File: config.mk
export PLATFORM = sky130hd
export DESIGN_NAME = disp_scheduler_flat
export DESIGN_NICKNAME = d
export VERILOG_FILES = /design/src/rtl/disp_scheduler_if.sv /design/src/rtl/disp_scheduler.sv /design/src/flat_wrapper.sv
export SDC_FILE = /design/constraint.sdc
export NUM_CORES = 1
export LEC_CHECK = 0
export ABC_AREA = 1
export BUFFER_PORTS_ARGS = -buffer_cell sky130_fd_sc_hd__buf_2
export CAP_MARGIN = 20
export CORE_MARGIN = 2
export CORE_UTILIZATION = 40
export CTS_CLUSTER_DIAMETER = 40
export CTS_CLUSTER_SIZE = 30
export DETAILED_ROUTE_END_ITERATION = 8
export GPL_TIMING_DRIVEN = 0
export PLACE_DENSITY = 0.6
export SYNTH_ARGS = -nofsm -noshare
export SYNTH_HDL_FRONTEND = slang
export SYNTH_SLANG_ARGS = --single-unit
File: constraint.sdc
create_clock -name clk -period 4.6 [get_ports clk]
set_input_delay 0.69 -clock clk [delete_from_list [all_inputs] [get_ports clk]]
set_output_delay 0.69 -clock clk [all_outputs]
set_load 0.005 [all_outputs]
File: src/rtl/disp_scheduler_if.sv
// Bundle between the game logic, the display scheduler and the display mux.
// The scheduler uses the slave side. The producer of the sources and messages
// uses the master side.
interface disp_scheduler_if;
  logic [15:0] src0_val;
  logic [3:0]  src0_dp;
  logic [15:0] src1_val;
  logic [3:0]  src1_dp;
  logic [1:0]  src_en;
  logic        msg_req;
  logic [15:0] msg_val;
  logic [3:0]  msg_dp;
  logic        msg_ack;
  logic        msg_busy;
  logic [3:0]  hex3;
  logic [3:0]  hex2;
  logic [3:0]  hex1;
  logic [3:0]  hex0;
  logic [3:0]  dp_out;
  logic [1:0]  sel;

  modport master (
    output src0_val, src0_dp, src1_val, src1_dp, src_en,
    output msg_req, msg_val, msg_dp,
    input  msg_ack, msg_busy, hex3, hex2, hex1, hex0, dp_out, sel
  );

  modport slave (
    input  src0_val, src0_dp, src1_val, src1_dp, src_en,
    input  msg_req, msg_val, msg_dp,
    output msg_ack, msg_busy, hex3, hex2, hex1, hex0, dp_out, sel
  );
endinterface

File: src/rtl/disp_scheduler.sv
// Display scheduler.
// It rotates the 4-digit display between two persistent sources. A one-shot
// message pre-empts the rotation for MSG_CYC cycles, and then the rotation
// resumes. Every output is registered from the next state, so no input has a
// combinational path to an output.
module disp_scheduler #(
  parameter int DWELL_CYC = 100_000_000,
  parameter int MSG_CYC   = 200_000_000,
  parameter int CW        = 28
) (
  input  logic           clk,
  input  logic           reset,
  disp_scheduler_if.slave bus
);

  localparam logic [CW-1:0] DWELL_LAST = CW'(DWELL_CYC - 1);
  localparam logic [CW-1:0] MSG_LAST   = CW'(MSG_CYC - 1);

  typedef enum logic [1:0] {IDLE, SRC0, SRC1, MSG} state_t;

  state_t         state_reg, state_next;
  logic [CW-1:0]  dwell_reg, dwell_next;
  logic [CW-1:0]  timer_reg, timer_next;
  logic           resume_reg, resume_next;
  logic [15:0]    msg_val_reg;
  logic [3:0]     msg_dp_reg;
  logic           accept;
  logic           cur;
  logic           other;
  logic           resume_alt;

  logic [1:0]     sel_reg, sel_next;
  logic [15:0]    digits_reg, digits_next;
  logic [3:0]     dp_reg, dp_next;
  logic           ack_reg;

  // Next-state logic. Accepting a message has priority over every other transition.
  always_comb begin
    state_next  = state_reg;
    dwell_next  = dwell_reg;
    timer_next  = timer_reg;
    resume_next = resume_reg;
    accept      = 1'b0;
    cur         = (state_reg == SRC1);
    other       = ~cur;
    resume_alt  = ~resume_reg;
    case (state_reg)
      IDLE: begin
        if (bus.msg_req) begin
          accept = 1'b1;
        end else if (bus.src_en[0]) begin
          state_next = SRC0;
          dwell_next = '0;
        end else if (bus.src_en[1]) begin
          state_next = SRC1;
          dwell_next = '0;
        end
      end
      SRC0, SRC1: begin
        if (bus.msg_req) begin
          accept      = 1'b1;
          resume_next = cur;
        end else if (!bus.src_en[cur]) begin
          // A disable wins over dwell expiry. The counter restarts for whichever state comes next.
          dwell_next = '0;
          if (bus.src_en[other]) state_next = other ? SRC1 : SRC0;
          else                   state_next = IDLE;
        end else if (dwell_reg == DWELL_LAST) begin
          dwell_next = '0;
          if (bus.src_en[other]) state_next = other ? SRC1 : SRC0;
        end else begin
          dwell_next = dwell_reg + 1'b1;
        end
      end
      MSG: begin
        if (timer_reg != '0) begin
          timer_next = timer_reg - 1'b1;
        end else if (bus.msg_req) begin
          accept = 1'b1;
        end else begin
          dwell_next = '0;
          if (bus.src_en[resume_reg])      state_next = resume_reg ? SRC1 : SRC0;
          else if (bus.src_en[resume_alt]) state_next = resume_alt ? SRC1 : SRC0;
          else                             state_next = IDLE;
        end
      end
      default: state_next = IDLE;
    endcase
    if (accept) begin
      state_next = MSG;
      timer_next = MSG_LAST;
    end
  end

  // Output values for the next state. The acceptance cycle bypasses the message latch.
  always_comb begin
    sel_next    = 2'b11;
    digits_next = 16'hFFFF;
    dp_next     = 4'b1111;
    case (state_next)
      SRC0: begin
        sel_next    = 2'b00;
        digits_next = bus.src0_val;
        dp_next     = bus.src0_dp;
      end
      SRC1: begin
        sel_next    = 2'b01;
        digits_next = bus.src1_val;
        dp_next     = bus.src1_dp;
      end
      MSG: begin
        sel_next    = 2'b10;
        digits_next = accept ? bus.msg_val : msg_val_reg;
        dp_next     = accept ? bus.msg_dp  : msg_dp_reg;
      end
      default: begin
        sel_next    = 2'b11;
        digits_next = 16'hFFFF;
        dp_next     = 4'b1111;
      end
    endcase
  end

  // State, counters, message latch and registered outputs.
  always_ff @(posedge clk) begin
    if (!reset) begin
      state_reg   <= IDLE;
      dwell_reg   <= '0;
      timer_reg   <= '0;
      resume_reg  <= 1'b0;
      msg_val_reg <= 16'hFFFF;
      msg_dp_reg  <= 4'b1111;
      sel_reg     <= 2'b11;
      digits_reg  <= 16'hFFFF;
      dp_reg      <= 4'b1111;
      ack_reg     <= 1'b0;
    end else begin
      state_reg  <= state_next;
      dwell_reg  <= dwell_next;
      timer_reg  <= timer_next;
      resume_reg <= resume_next;
      if (accept) begin
        msg_val_reg <= bus.msg_val;
        msg_dp_reg  <= bus.msg_dp;
      end
      sel_reg    <= sel_next;
      digits_reg <= digits_next;
      dp_reg     <= dp_next;
      ack_reg    <= accept;
    end
  end

  assign bus.sel      = sel_reg;
  assign bus.hex3     = digits_reg[15:12];
  assign bus.hex2     = digits_reg[11:8];
  assign bus.hex1     = digits_reg[7:4];
  assign bus.hex0     = digits_reg[3:0];
  assign bus.dp_out   = dp_reg;
  assign bus.msg_ack  = ack_reg;
  assign bus.msg_busy = (state_reg == MSG);

endmodule
File: src/flat_wrapper.sv
// flat-port wrapper written by rule: the top's interface ports become plain ports
module disp_scheduler_flat 
#(
  parameter int DWELL_CYC = 100_000_000,
  parameter int MSG_CYC   = 200_000_000,
  parameter int CW        = 28
)
  (clk, reset, bus_src0_val, bus_src0_dp, bus_src1_val, bus_src1_dp, bus_src_en, bus_msg_req, bus_msg_val, bus_msg_dp, bus_msg_ack, bus_msg_busy, bus_hex3, bus_hex2, bus_hex1, bus_hex0, bus_dp_out, bus_sel);
  disp_scheduler_if bus_i ();
  input  logic clk;
  input  logic reset;
  input wire logic [$bits(bus_i.src0_val)-1:0] bus_src0_val;
  input wire logic [$bits(bus_i.src0_dp)-1:0] bus_src0_dp;
  input wire logic [$bits(bus_i.src1_val)-1:0] bus_src1_val;
  input wire logic [$bits(bus_i.src1_dp)-1:0] bus_src1_dp;
  input wire logic [$bits(bus_i.src_en)-1:0] bus_src_en;
  input wire logic [$bits(bus_i.msg_req)-1:0] bus_msg_req;
  input wire logic [$bits(bus_i.msg_val)-1:0] bus_msg_val;
  input wire logic [$bits(bus_i.msg_dp)-1:0] bus_msg_dp;
  output wire logic [$bits(bus_i.msg_ack)-1:0] bus_msg_ack;
  output wire logic [$bits(bus_i.msg_busy)-1:0] bus_msg_busy;
  output wire logic [$bits(bus_i.hex3)-1:0] bus_hex3;
  output wire logic [$bits(bus_i.hex2)-1:0] bus_hex2;
  output wire logic [$bits(bus_i.hex1)-1:0] bus_hex1;
  output wire logic [$bits(bus_i.hex0)-1:0] bus_hex0;
  output wire logic [$bits(bus_i.dp_out)-1:0] bus_dp_out;
  output wire logic [$bits(bus_i.sel)-1:0] bus_sel;
  assign bus_i.src0_val = bus_src0_val;
  assign bus_i.src0_dp = bus_src0_dp;
  assign bus_i.src1_val = bus_src1_val;
  assign bus_i.src1_dp = bus_src1_dp;
  assign bus_i.src_en = bus_src_en;
  assign bus_i.msg_req = bus_msg_req;
  assign bus_i.msg_val = bus_msg_val;
  assign bus_i.msg_dp = bus_msg_dp;
  assign bus_msg_ack = bus_i.msg_ack;
  assign bus_msg_busy = bus_i.msg_busy;
  assign bus_hex3 = bus_i.hex3;
  assign bus_hex2 = bus_i.hex2;
  assign bus_hex1 = bus_i.hex1;
  assign bus_hex0 = bus_i.hex0;
  assign bus_dp_out = bus_i.dp_out;
  assign bus_sel = bus_i.sel;
  disp_scheduler #(.DWELL_CYC(DWELL_CYC), .MSG_CYC(MSG_CYC), .CW(CW)) u_core (.clk(clk), .reset(reset), .bus(bus_i));
endmodule
==> key figures <==
Timing
  – Clock Skew: 0.0107 ns
  – Setup total negative slack: 0 ns
  – Setup WS post-layout: 1.43 ns
  – Min cycle time layout: 3.17 ns
  – Period utilisation layout: 68.9%
  – RSZ-0062 raised after global routing: no
  – Final hold violations: 0
  – Fmax: 315 MHz
  – Slew margin rel.: 54.8%
  – Slew Viols, Final: 0
  – Setup Viol. Count Final: 0
  – Least-Margin Pin Slew: 0.678 ns

Finish
  – Ant. Diodes: 0
  – Final std cells w/o fill: 1109
  – Fraction of layout cells with a size suffix above 1: 16.7%
  – Finished Cell Area: 0.00648 mm²
  – NumNets Final: 1004
  – Synth-to-Final Area Change: 17.4%

Critical path
  – CP Launch Type: register
  – CP bufs+invs: 6
  – Worst setup path class: reg -> reg
  – Worst path slowest cell: o21ai_0
  – WP data arrival: 3.37 ns
  – Crit-path max FO: 10
  – Slowest cell delay on critical path: 0.51 ns
  – CP Data Required Time: 4.80 ns
  – Top Family by Delay on Critical Path: buffers and inverters
  – Setup crit end kind: register
  – Cell mode on critical path: nand2_1
  – Cells along the critical path: inv_1 -> ha_1 -> inv_1 -> o21ai_0 -> inv_1 -> nand2_1 -> nand2_1 -> inv_1 -> nand2_1 -> nand2_1 -> nand2_1 -> nand2_1 -> nand2_1 -> nand2_1 -> inv_1 -> ha_1 -> nor2_1 -> clkbuf_1 -> nand4_1

Floorplan
  – Die width: 122 µm
  – Initial Utilization: 41.4%
  – Top-level I/O count: 89
  – Die Footprint: 0.0148 mm²
  – DIE HEIGHT: 122 µm
  – Site Rows: 42
  – Core region area: 0.0133 mm²

Placed design
  – Gpl congestion: 0.893
  – Post-DP Area: 0.00618 mm²
  – Post-Place Worst Slack: 1.32 ns
  – Cell Count Post-Placement: 1093
  – DP Wirelength: 10700 µm
  – Port buffer count: 88

GRT
  – Pin count of the biggest net entering global routing: 20
  – Gr usage total: 20.0%
  – Initial antenna violation count: 0
  – Vias in the first global route: 4950
  – GRT Residual Overflow: 0
  – Global-route wire length before repair: 23700 µm

Logic synthesis
  – Seq/Total Area, Yosys: 37.0%
  – Mapped cell area: 0.00552 mm²
  – Cell count after synthesis: 829
  – Synth cell types: 38
  – Yosys warns: 0
  – Syn Area/Cell: 6.66 µm²
  – Synthesis-stage register bit count: 102
  – Syn Nets: 905

Power
  – Max VDD drop: 181 µV
  – Lkg Pwr: 2.86 nW
  – Power per Cell Area: 340 mW/mm²
  – Total power: 2.21 mW

Routing
  – Detailed Route WL: 14100 µm
  – Vias per Instance: 4.79
  – Post-route ant nets: 0
  – Total number of vias: 5315
  – Routed WL per cell: 12.7 µm
  – Pre-antenna DRT Iters: 5
  – Iter 0 DRT Violations: 322
  – DRC Markers: 0

Clock tree
  – Sink Count: 102
  – Clk Latency, worst-skew pair: 0.36 ns
  – Post-cts gate resize count: 0
  – H-tree lvl count: 3
  – Clock root cell: clkbuf_16
  – Clock buffer depth: 2
  – TritonCTS clock tree: yes
  – Post-CTS Setup Inserts: 0
  – Clk pin slew, worst setup/hold paths: 0.08 ns
  – Cts hold-fix bufs: 0
  – Cts bufs inserted: 9

Status
  – Status: complete, no violations

Hold path
  – Min-delay worst type: reg -> reg

Flow run
  – Max_cap viols: 0
[final cells by class]
type | instances | area, µm²
buffer | 29 | 163
clock buffer | 10 | 239
clock inverter | 6 | 60.1
fill | 1458 | 6870
inverter | 103 | 392
multi-input combinational | 595 | 2930
sequential | 102 | 2040
tap | 176 | 220
timing repair buffer | 88 | 440
[metrics by stage]
| stage | util (%) | hold slack [ns] |
|---|---|---|
| 2_1_floorplan | - | 0.451 |
| 3_3_place_gp | 46.3 | 0.471 |
| 3_5_place_dp | 46.3 | 0.471 |
| 4_1_cts | 48.6 | 0.483 |
| 5_1_grt | 48.6 | 0.507 |
| 6_report | 48.6 | 0.485 |
[logic make-up after synthesis]
group / Yosys count / synth area share [%]
xor gates and xnor gates: 10 / 1.59
and+or+nand+nor: 484 / 40.2
adders and majority gates: 11 / 2.49
DFF: 102 / 37.0
AOI/OAI and AO/OA: 90 / 8.68
buffers and inverters: 132 / 10.0
[layout by cell type (no fill, tap or decap), types with 3 or more instances in the layout]
| cell type | instances |
|---|---|
| buf_6 | 5 |
| or2_1 | 20 |
| buf_2 | 95 |
| nand2_4 | 3 |
| inv_1 | 97 |
| nand2_1 | 224 |
| xor2_1 | 9 |
| dfxtp_1 | 102 |
| nor3b_2 | 6 |
| nor4_1 | 4 |
| inv_2 | 4 |
| inv_8 | 3 |
| nor2_2 | 8 |
| nor3_1 | 22 |
| clkbuf_1 | 15 |
| a21oi_1 | 31 |
| a31oi_1 | 5 |
| nand3_1 | 50 |
| nor3b_1 | 3 |
| nand2_2 | 3 |
| nor2_1 | 97 |
| o21ai_0 | 28 |
| nand4_1 | 31 |
| or2_2 | 5 |
| nand3b_1 | 3 |
| clkbuf_16 | 9 |
| o21ai_1 | 19 |
| ha_1 | 11 |
[worst register-to-register path, delay by kind of cell (launching register included)]
family | cells | cell delay (ns)
buf+inv | 6 | 0.91
simple gates | 10 | 0.87
compound gates | 1 | 0.51
fa+ha+maj | 2 | 0.38
flops | 1 | 0.36
[path summary, 6_finish.rpt]
check,to,cells past startpoint,slack [ns],startpoint
setup / recovery,u_core.bus.dp_out[2]$_SDFF_PN1_,19,1.43,u_core.state_reg[0]$_SDFF_PN0_
hold / removal,u_core.dwell_reg[19]$_SDFFE_PN0P_,2,0.49,u_core.dwell_reg[19]$_SDFFE_PN0P_
setup reg to reg,u_core.bus.dp_out[2]$_SDFF_PN1_,19,1.43,u_core.state_reg[0]$_SDFF_PN0_
hold reg to reg,u_core.dwell_reg[19]$_SDFFE_PN0P_,2,0.49,u_core.dwell_reg[19]$_SDFFE_PN0P_
[cells in the mapped netlist]
| cell | count | area, µm² |
|---|---|---|
| a211oi_1 | 1 | 7.51 |
| a21oi_1 | 31 | 155 |
| a21oi_2 | 1 | 8.76 |
| a311oi_1 | 1 | 8.76 |
| a31oi_1 | 5 | 31.3 |
| and2_1 | 1 | 6.26 |
| buf_2 | 7 | 35.0 |
| buf_4 | 2 | 15.0 |
| buf_6 | 5 | 56.3 |
| clkbuf_1 | 15 | 56.3 |
| dfxtp_1 | 102 | 2040 |
| ha_1 | 11 | 138 |
| inv_1 | 97 | 364 |
| inv_2 | 4 | 15.0 |
| inv_4 | 2 | 12.5 |
| nand2_1 | 224 | 841 |
| nand2_2 | 3 | 18.8 |
| nand2_4 | 3 | 33.8 |
| nand2_8 | 1 | 20.0 |
| nand3_1 | 50 | 250 |
| nand3b_1 | 3 | 22.5 |
| nand4_1 | 31 | 194 |
| nor2_1 | 97 | 364 |
| nor2_2 | 8 | 50.1 |
| nor2_4 | 2 | 22.5 |
| nor3_1 | 22 | 110 |
| nor3_2 | 1 | 10.0 |
| nor3b_1 | 3 | 22.5 |
| nor3b_2 | 6 | 75.1 |
| nor4_1 | 4 | 25.0 |
| o21ai_0 | 28 | 140 |
| o21ai_1 | 19 | 95.1 |
| o21ai_2 | 2 | 17.5 |
| o21bai_1 | 2 | 15.0 |
| or2_1 | 20 | 125 |
| or2_2 | 5 | 31.3 |
| xnor2_1 | 1 | 8.76 |
| xor2_1 | 9 | 78.8 |
[metal layers]
metal,track usage [%],vias to the layer above,part of all wire [%]
met2,31.8,127,45
met5,0,-,0
met1,26.3,2346,48
met3,6.44,11,6.1
met4,5.03,0,1.1
li1,-,2831,-
[power by group]
group          switching [mW]  internal, mW  total, mW
clock network           0.376         0.399      0.775
logic                   0.286         0.164      0.450
registers              0.0309         0.951      0.982
total                   0.693          1.51       2.21
Power figures use the tool's default switching activity.
